===== src/rtl/fifo_wr_arbiter.sv =====
// Round-robin write arbiter sharing one FIFO write port among NREQ producers.
// Each grant lasts up to BURST accepted beats; the port never writes while
// the FIFO reports full.
// Optional: define FIFO_ARB_STATS_EN to add the 16-bit beat_total counter.
//
// state | meaning
// IDLE  | no grant held; round-robin search picks the next grantee
// BUSY  | grant_id owns the FIFO write port until burst end or valid drop
module fifo_wr_arbiter #(
   parameter int NREQ  = 4,
   parameter int DW    = 8,
   parameter int IDW   = 2,
   parameter int BURST = 4
) (
   input  logic                 clk,
   input  logic                 reset_n,
   input  logic [NREQ-1:0]      req_valid,
   input  logic [NREQ*DW-1:0]   req_data,
   output logic [NREQ-1:0]      req_ready,
   input  logic                 fifo_full,
   output logic                 fifo_wr_en,
   output logic [DW-1:0]        fifo_data_in,
   output logic [IDW-1:0]       grant_id,
`ifdef FIFO_ARB_STATS_EN
   output logic [15:0]          beat_total,
`endif
   output logic                 busy
);

   // Index space padded to 2**IDW so every grant index selects exactly.
   localparam int NSLOT = 1 << IDW;

   typedef enum logic {
      IDLE = 1'b0,
      BUSY = 1'b1
   } state_t;

   state_t          state_q, state_d;
   logic [IDW-1:0]  grant_q, grant_d;
   logic [IDW-1:0]  last_q, last_d;
   logic [7:0]      beat_cnt_q, beat_cnt_d;

   logic [NSLOT-1:0] valid_pad;
   logic [DW-1:0]    data_slot [NSLOT];
   logic             arb_found;
   logic [IDW-1:0]   arb_idx;
   logic [IDW:0]     cand_sum;
   logic [IDW-1:0]   cand;
   logic             beat;

   assign valid_pad = NSLOT'(req_valid);

   // Unpack the flat request data bus into per-requester words.
   always_comb begin
      for (int s = 0; s < NSLOT; s++) begin
         data_slot[s] = '0;
      end
      for (int i = 0; i < NREQ; i++) begin
         data_slot[i] = req_data[i*DW +: DW];
      end
   end

   // Round-robin search starting one past the last grantee, wrapping modulo NREQ.
   always_comb begin
      arb_found = 1'b0;
      arb_idx   = '0;
      cand_sum  = '0;
      cand      = '0;
      for (int k = 1; k <= NREQ; k++) begin
         cand_sum = {1'b0, last_q} + (IDW+1)'(k);
         if (cand_sum >= (IDW+1)'(NREQ)) begin
            cand_sum = cand_sum - (IDW+1)'(NREQ);
         end
         cand = cand_sum[IDW-1:0];
         if (!arb_found && valid_pad[cand]) begin
            arb_found = 1'b1;
            arb_idx   = cand;
         end
      end
   end

   assign beat = (state_q == BUSY) && valid_pad[grant_q] && !fifo_full;

   // State, grant and burst-count registers.
   always_ff @(posedge clk) begin
      if (!reset_n) begin
         state_q    <= IDLE;
         grant_q    <= '0;
         last_q     <= IDW'(NREQ-1);
         beat_cnt_q <= '0;
      end else begin
         state_q    <= state_d;
         grant_q    <= grant_d;
         last_q     <= last_d;
         beat_cnt_q <= beat_cnt_d;
      end
   end

   // Next-state logic: a full FIFO simply holds grant and count, with no timeout.
   always_comb begin
      state_d    = state_q;
      grant_d    = grant_q;
      last_d     = last_q;
      beat_cnt_d = beat_cnt_q;
      case (state_q)
         IDLE: begin
            if (arb_found) begin
               grant_d    = arb_idx;
               last_d     = arb_idx;
               beat_cnt_d = '0;
               state_d    = BUSY;
            end
         end
         BUSY: begin
            if (!valid_pad[grant_q]) begin
               state_d    = IDLE;
               beat_cnt_d = '0;
            end else if (beat) begin
               if (beat_cnt_q == 8'(BURST-1)) begin
                  state_d    = IDLE;
                  beat_cnt_d = '0;
               end else begin
                  beat_cnt_d = beat_cnt_q + 8'd1;
               end
            end
         end
         default: state_d = IDLE;
      endcase
   end

   // One-hot ready back to the grantee on each beat.
   always_comb begin
      req_ready = '0;
      for (int i = 0; i < NREQ; i++) begin
         if (beat && (grant_q == IDW'(i))) begin
            req_ready[i] = 1'b1;
         end
      end
   end

   assign fifo_wr_en   = beat;
   assign fifo_data_in = (state_q == BUSY) ? data_slot[grant_q] : '0;
   assign grant_id     = grant_q;
   assign busy         = (state_q == BUSY);

`ifdef FIFO_ARB_STATS_EN
   logic [15:0] beat_total_q;

   // Free-running count of FIFO writes; wraps naturally at 16 bits.
   always_ff @(posedge clk) begin
      if (!reset_n) begin
         beat_total_q <= '0;
      end else if (beat) begin
         beat_total_q <= beat_total_q + 16'd1;
      end
   end

   assign beat_total = beat_total_q;
`endif

endmodule


===== config.mk =====
export PLATFORM = sky130hd
export DESIGN_NAME = fifo_wr_arbiter
export DESIGN_NICKNAME = d
export VERILOG_FILES = /design/src/rtl/fifo_wr_arbiter.sv
export SDC_FILE = /design/constraint.sdc
export NUM_CORES = 1
export LEC_CHECK = 0
export BUFFER_PORTS_ARGS = -buffer_cell sky130_fd_sc_hd__clkbuf_2
export CAP_MARGIN = 0
export CORE_MARGIN = 2
export CORE_UTILIZATION = 30
export CTS_CLUSTER_DIAMETER = 150
export CTS_CLUSTER_SIZE = 10
export DETAILED_ROUTE_END_ITERATION = 10
export SLEW_MARGIN = 20
export SYNTH_ARGS = -nofsm -noshare
export SYNTH_HDL_FRONTEND = slang
export SYNTH_SLANG_ARGS = --single-unit

===== constraint.sdc =====
create_clock -name clk -period 5.2 [get_ports clk]
set_input_delay 1.04 -clock clk [delete_from_list [all_inputs] [get_ports clk]]
set_output_delay 1.04 -clock clk [all_outputs]
set_load 0.01 [all_outputs]

==> impl_metrics.tcl, run 1 <==
set metrics [dict create \
    synth_seq_cells 13 \
    synth_top_area_cell "dfxtp_1" \
    min_from "beat_cnt_q[7]" \
    r2r-end "beat_cnt_q[5]" \
    htree_levels 1 \
    path_clk_slew_ns 0.08 \
    synth_area_leaders "dfxtp_1 (26%), mux4_2 (20%), and2_1 (6.9%)" \
    fillers 313 \
    finalSetupTns_ns 0 \
    dp_hpwl_mm 2.10 \
    ios 55 \
    end_kind "output pin" \
    tightest_slew_ns 0.710 \
    mappedNetlistArea_um2 1000 \
    synth_ff_type "dfxtp_1" \
    crit_type "in -> out" \
    cts_hold_buffers 0 \
    routed-via-count 1093 \
    whs_endpoint "beat_cnt_q[7]" \
    worstPathArrival_ns 2.38 \
    whs_path_depth 2 \
    start_util_pct 32.1 \
    setup_violations 0 \
    routabilityCongestion 0.806 \
    cts_setup_buffers 0 \
    die_y_um 61.8 \
    first_global_vias 949 \
    maxSlewViolCount 0 \
    drive_above_1_share_pct 43.6 \
    hp-class "reg -> reg" \
    core_area_um2 3130 \
    rsz0062_at_grt "no" \
    r2r-start "grant_id[1]" \
    clk_latency_ns 0.28 \
    grt_pass1_wl_mm 3.92 \
    synthesis.instances 112 \
    avgSynthCellArea_um2 8.96 \
    fin_nets 206 \
    status "complete, no violations" \
    synth_nets 152 \
    route.detailed.drc 0 \
    grt_max_degree 17 \
    synth_edf_count 0 \
    max_freq_mhz 293 \
    overflow 0 \
    clkSinkCount 13 \
    synthArstFlopShare_pct 0 \
    wl_mm 2.68 \
    reg2reg_slack_ns 2.77 \
    synth.distinct_cells 37 \
    num_rows 20 \
    hold_violations 0 \
    drv_cap 0 \
    p_leak_nw 0.575 \
    synthDominantCellAreaShare_pct 25.9 \
    final_antenna_net_count 0 \
    slew_headroom_pct 52.2 \
    viasPerCell 5.23 \
    seq_area_frac_synth_pct 25.9 \
    cp-start-kind "primary input" \
    synth.most_common_cell "dfxtp_1" \
    cts_max_path_buffers 2 \
    drtIter0Drc 22 \
    ctsResizeCount 0 \
    dp.cells 205 \
    drt_first_pass_iters 4 \
    die_w_um 61.8 \
    powerDensity_nw_per_um2 204 \
    diodes 0 \
    numCtsBuffers 3 \
    ys_top_cells_by_count "dfxtp_1 (13), and2_1 (11), o21ai_0 (11)" \
    cts_tree "yes" \
    reg2reg_depth 4 \
    portBuffers 54 \
    clock-root-buffer "clkbuf_4" \
    yosys_warnings 0 \
    grt_usage_pct 13.9 \
    die_area_um2 3820 \
    fin_crit_ns 3.42 \
    required_ns 4.16 \
    crit_fanout 8 \
    wl_per_cell_um 12.8 \
    fin_crit_sh_pct 65.7 \
    fin_skew_ns 0.00624 \
    grt_antenna_before_repair 0 \
    ir_worst_vdd_v 0.000144 \
    syn2layout_area_growth_pct 32.3 \
    layout.cells.non_filler 209 \
]
-- worst max path at each step --
stage / startpoint / endpoint / cells past startpoint
3_5_place_dp: req_valid[1] / req_ready[0] / 5
4_1_cts: req_valid[1] / req_ready[0] / 5
5_1_grt: grant_id[0] / req_ready[0] / 4
3_3_place_gp: req_valid[3] / req_ready[0] / 5
2_1_floorplan: req_valid[2] / req_ready[0] / 3
6_report: req_valid[1] / req_ready[0] / 5
-- kinds of logic after synthesis --
family	after synthesis	share of synthesized area [%]
compound gates	28	16.7
xor+xnor	1	0.873
buf+inv	8	3.99
mux	10	21.2
simple gates	51	30.1
fa+ha+maj	1	1.25
flops	13	25.9
-- metrics by stage --
step / setup slack (ns) / power (mW) / util, % / hold WS [ns] / instance area [µm²]
6_report: 1.78 / 0.270 / 42.4 / 0.501 / 1330
5_1_grt: 1.61 / 0.288 / 42.4 / 0.540 / 1330
4_1_cts: 1.79 / 0.272 / 42.4 / 0.501 / 1330
3_5_place_dp: 1.81 / 0.208 / 41.6 / 0.490 / 1300
3_3_place_gp: 1.87 / 0.206 / 41.6 / 0.474 / 1300
2_1_floorplan: 2.01 / 0.174 / - / 0.453 / 1000
-- power by group --
part / internal (mW) / total [mW] / switching [mW]
clock network: 0.0286 / 0.0648 / 0.0362
registers: 0.105 / 0.122 / 0.0169
logic: 0.0493 / 0.0835 / 0.0343
-- registers in the layout, indices dropped and copies added, names as in the netlist --
signal,cells
beat_cnt_q,8
busy,1
grant_id,2
last_q,2
-- worst max-delay path, stage by stage --
cell      delay [ns]
clkbuf_2        0.16
mux4_2          0.28
nor3b_1         0.48
nor3b_1         0.25
clkbuf_2        0.17
-- placed cells by master (no fill, tap or decap), drive strengths merged, types with 2 or more instances in the layout --
cell type,count
a21oi,9
and2,11
and3b,2
clkbuf,57
dfxtp,13
inv,3
mux4,9
nand2,5
nand2b,4
nand3,2
nor2,9
nor3b,3
o21ai,12
or3,6
or4,2
-- area by class of cell --
class	count	area, µm²	area share (%)
multi-input combinational	91	703	53.0
timing repair buffer	54	270	20.4
tap	44	55.1	4.15
clock buffer	3	22.5	1.70
inverter	3	11.3	0.848
clock inverter	1	5.00	0.377
sequential	13	260	19.6
-- metal layers --
layer | routed length (µm) | track usage (%) | share of wire [%] | vias to the layer above
met4 | 14 | 1.82 | 0.52 | 0
met2 | 1280 | 26.9 | 48 | 54
met5 | 0 | 0 | 0 | -
met1 | 1100 | 14.9 | 41 | 506
li1 | - | - | - | 529
met3 | 284 | 4.55 | 11 | 4
No activity file was read; power rests on OpenSTA's default activity.
==> inputs of run 2 (changes only) <==
- clock period: 5.2 -> 3.6 ns (I/O delays scaled with it)
==> impl_metrics.tcl, run 2 (same netlist as run 1, synthesis figures left out) <==
set metrics [dict create \
    status "complete, no violations" \
    grt_usage_pct 13.2 \
    fin_crit_ns 2.94 \
    reg2reg_depth 4 \
    crit_type "reg -> out" \
    required_ns 2.88 \
    portBuffers 54 \
    powerDensity_nw_per_um2 291 \
    reg2reg_slack_ns 1.19 \
    final_antenna_net_count 0 \
    viasPerCell 5.06 \
    cp-startpoint "grant_id[1]" \
    cts_max_path_buffers 2 \
    place_ws_ns 0.865 \
    p_leak_nw 0.578 \
    cts_hold_buffers 0 \
    r2r-start "grant_id[1]" \
    cp-start-kind "flip-flop" \
    die_area_um2 3820 \
    wl_per_cell_um 11.9 \
    clock-root-buffer "clkbuf_4" \
    rsz0062_at_grt "no" \
    hold_ws_ns 0.486 \
    diodes 0 \
    die_y_um 61.8 \
    overflow 0 \
    largest-register "beat_cnt_q" \
    drt_first_pass_iters 4 \
    ios 55 \
    drv_cap 0 \
    drive_above_1_share_pct 43.4 \
    route.detailed.drc 0 \
    layout.cells.non_filler 210 \
    path_clk_slew_ns 0.08 \
    dp.cells 206 \
    final_common_cell "clkbuf_2" \
    cts_tree "yes" \
    crit_fanout 15 \
    final_cell_mix "clkbuf_2 (54), dfxtp_1 (13), and2_1 (11), o21ai_0 (11)" \
    place_area_um2 1310 \
    ir_worst_vdd_v 0.000145 \
    core_area_um2 3130 \
    finalSetupTns_ns 0 \
    worst_slack_ns 0.662 \
    largest_register_ffs 8 \
    setup.worst_path.end "req_ready[0]" \
    routed-via-count 1063 \
    fin_util_pct 42.6 \
    power_uw 388 \
    worstPathArrival_ns 2.22 \
    fin_area_um2 1330 \
    end_kind "output pin" \
    syn2layout_area_growth_pct 32.9 \
    slew_headroom_pct 56.2 \
    htree_levels 1 \
    tightest_slew_ns 0.651 \
    start_util_pct 32.1 \
    hp-class "reg -> reg" \
    routabilityCongestion 0.819 \
    grt_antenna_before_repair 0 \
    drtIter0Drc 36 \
    max_freq_mhz 340 \
    fin_nets 207 \
    maxSlewViolCount 0 \
    die_w_um 61.8 \
    numCtsBuffers 3 \
    grt_pass1_wl_mm 3.81 \
    wl_mm 2.50 \
    hold_violations 0 \
    fin_skew_ns 0.00188 \
    clkSinkCount 13 \
    fillers 310 \
    cts_setup_buffers 0 \
    dp_hpwl_mm 2.04 \
    min_from "beat_cnt_q[7]" \
    grt_max_degree 17 \
    fin_crit_sh_pct 81.6 \
    r2r-end "beat_cnt_q[5]" \
    ctsResizeCount 0 \
    setup_violations 0 \
    clk_latency_ns 0.27 \
    first_global_vias 930 \
    num_rows 20 \
]
==> run 2: cell count changes in the layout (fill, tap and decap cells not counted), sizes merged <==
cell / before / now
buf: 0 / 1
clkbuf: 57 / 58
clkinv: 1 / 0
==> run 2: how the worst min path moves through the flow <==
stage	to	slack [ns]	depth (start not counted)
after global placement	beat_cnt_q[7]	0.48	2
after CTS	beat_cnt_q[7]	0.49	2
after global routing	beat_cnt_q[7]	0.53	2
after floorplan	beat_cnt_q[7]	0.45	2
after detailed placement	beat_cnt_q[7]	0.48	2
final	beat_cnt_q[7]	0.49	2
==> run 2: final cells by class <==
class / count / area [µm²] / area share (%)
Multi-Input combinational cell: 91 / 703 / 52.7
Clock buffer: 4 / 26.3 / 1.97
Inverter: 3 / 11.3 / 0.844
Sequential cell: 13 / 260 / 19.5
Tap cell: 44 / 55.1 / 4.13
Timing Repair Buffer: 55 / 278 / 20.8
==> run 2: critical path, stage by stage, from the launching register on <==
cell      delay, ns
dfxtp_1        0.69
mux4_2         0.37
nor3b_1        0.46
nor3b_1        0.26
clkbuf_2       0.16
==> run 2: where the power goes <==
| part | total [mW] | switching [mW] | internal (mW) |
|---|---|---|---|
| sequential | 0.168 | 0.0162 | 0.152 |
| combinational | 0.129 | 0.0558 | 0.0729 |
| clock | 0.0917 | 0.0488 | 0.0429 |
==> run 2: per-layer routing <==
layer  up-vias  GRT usage, %  part of all wire (%)
met4         0          5.47                   1.3
met5         -             0                     0
li1        528             -                     -
met2        57          23.0                    44
met3         5          3.52                    12
met1       473          15.2                    43
==> inputs of run 3 (changes only) <==
- clock period: 3.6 -> 2.9 ns (I/O delays scaled with it)
==> impl_metrics.tcl, run 3 (same netlist as run 1, synthesis figures left out) <==
set metrics [dict create \
    status "complete, no violations" \
    fin_crit_ns 2.48 \
    finalSetupTns_ns 0 \
    multi_input_area_um2 703 \
    diodes 0 \
    fin_nets 209 \
    die_w_um 61.8 \
    portBuffers 54 \
    rsz0062_at_grt "no" \
    seq_area_um2 260 \
    wl_per_cell_um 12.1 \
    grt_pass1_wl_mm 3.88 \
    die_area_um2 3820 \
    hold_violations 0 \
    routed-via-count 1079 \
    cp-start-kind "flip-flop" \
    crit_fanout 16 \
    crit_type "reg -> out" \
    clkSinkCount 13 \
    viasPerCell 5.09 \
    cts_tree "yes" \
    end_kind "output pin" \
    routabilityCongestion 0.837 \
    htree_levels 1 \
    dp_hpwl_mm 2.08 \
    die_y_um 61.8 \
    path_clk_slew_ns 0.08 \
    tightest_slew_ns 0.617 \
    core_area_um2 3130 \
    drive_above_1_share_pct 44.0 \
    first_global_vias 955 \
    ios 55 \
    final_common_cell "clkbuf_2" \
    cts_hold_buffers 0 \
    cts_setup_buffers 0 \
    route.detailed.drc 0 \
    grt_usage_pct 13.3 \
    hp-class "reg -> reg" \
    clk_latency_ns 0.27 \
    worstPathArrival_ns 1.90 \
    wl_mm 2.57 \
    drtIter0Drc 56 \
    drt_first_pass_iters 4 \
    final_antenna_net_count 0 \
    maxSlewViolCount 0 \
    clock-root-buffer "clkbuf_4" \
    fin_skew_ns 0.000751 \
    required_ns 2.32 \
    grt_antenna_before_repair 0 \
    slew_headroom_pct 58.6 \
    fillers 310 \
    ir_worst_vdd_v 0.000215 \
    final_cell_mix "clkbuf_2 (54), dfxtp_1 (13), and2_1 (11), o21ai_0 (11)" \
    fin_crit_sh_pct 85.5 \
    fin_util_pct 43.1 \
    max_freq_mhz 403 \
    ctsResizeCount 0 \
    drv_cap 0 \
    p_leak_nw 0.588 \
    hold_ws_ns 0.498 \
    grt_max_degree 17 \
    largest_register_ffs 8 \
    syn2layout_area_growth_pct 34.4 \
    cts_max_path_buffers 2 \
    overflow 0 \
    numCtsBuffers 3 \
    largest-register "beat_cnt_q" \
    powerDensity_nw_per_um2 356 \
    setup_violations 0 \
    num_rows 20 \
    start_util_pct 32.1 \
]
[run 3: final timing paths]
path	end	slack, ns	startpoint	cells after the start
worst max-delay path	req_ready[0]	0.42	busy	4
worst min-delay path	beat_cnt_q[7]	0.50	beat_cnt_q[7]	2
worst max register to register	beat_cnt_q[0]	0.77	beat_cnt_q[0]	5
worst min register to register	beat_cnt_q[7]	0.50	beat_cnt_q[7]	2
[run 3: cell type report]
class | count | share of cell area [%]
Clock buffer | 4 | 1.95
Sequential cell | 13 | 19.3
Timing Repair Buffer | 57 | 21.7
Inverter | 3 | 0.835
Tap cell | 44 | 4.08
Multi-Input combinational cell | 91 | 52.1
[run 3: metrics by stage]
step	cells	total power, mW	instance area (µm²)	setup WS (ns)
finish	212	0.480	1350	0.420
global route	212	0.521	1350	0.180
CTS	212	0.490	1350	0.351
detailed placement	208	0.377	1320	0.407
global placement	208	0.374	1320	0.515
floorplan	112	0.313	1000	0.574
[run 3: critical path, stage by stage, from the launching register on]
cell and delay (ns):
dfxtp_1 0.60, inv_1 0.14, nor3b_1 0.47, nor3b_1 0.25, clkbuf_2 0.16
[run 3: routing by layer]
metal | routed length (µm) | share of wire, % | GRT usage (%) | vias up
met3 | 256 | 10 | 2.28 | 2
met4 | 10 | 0.39 | 4.56 | 0
met5 | 0 | 0 | 0 | -
li1 | - | - | - | 535
met1 | 1120 | 43 | 15.4 | 494
met2 | 1180 | 46 | 24.5 | 48
[run 3: power breakdown]
group,internal [mW],switching [mW]
clock network,0.0532,0.0561
registers,0.188,0.0141
logic,0.0927,0.0754
total,0.334,0.146
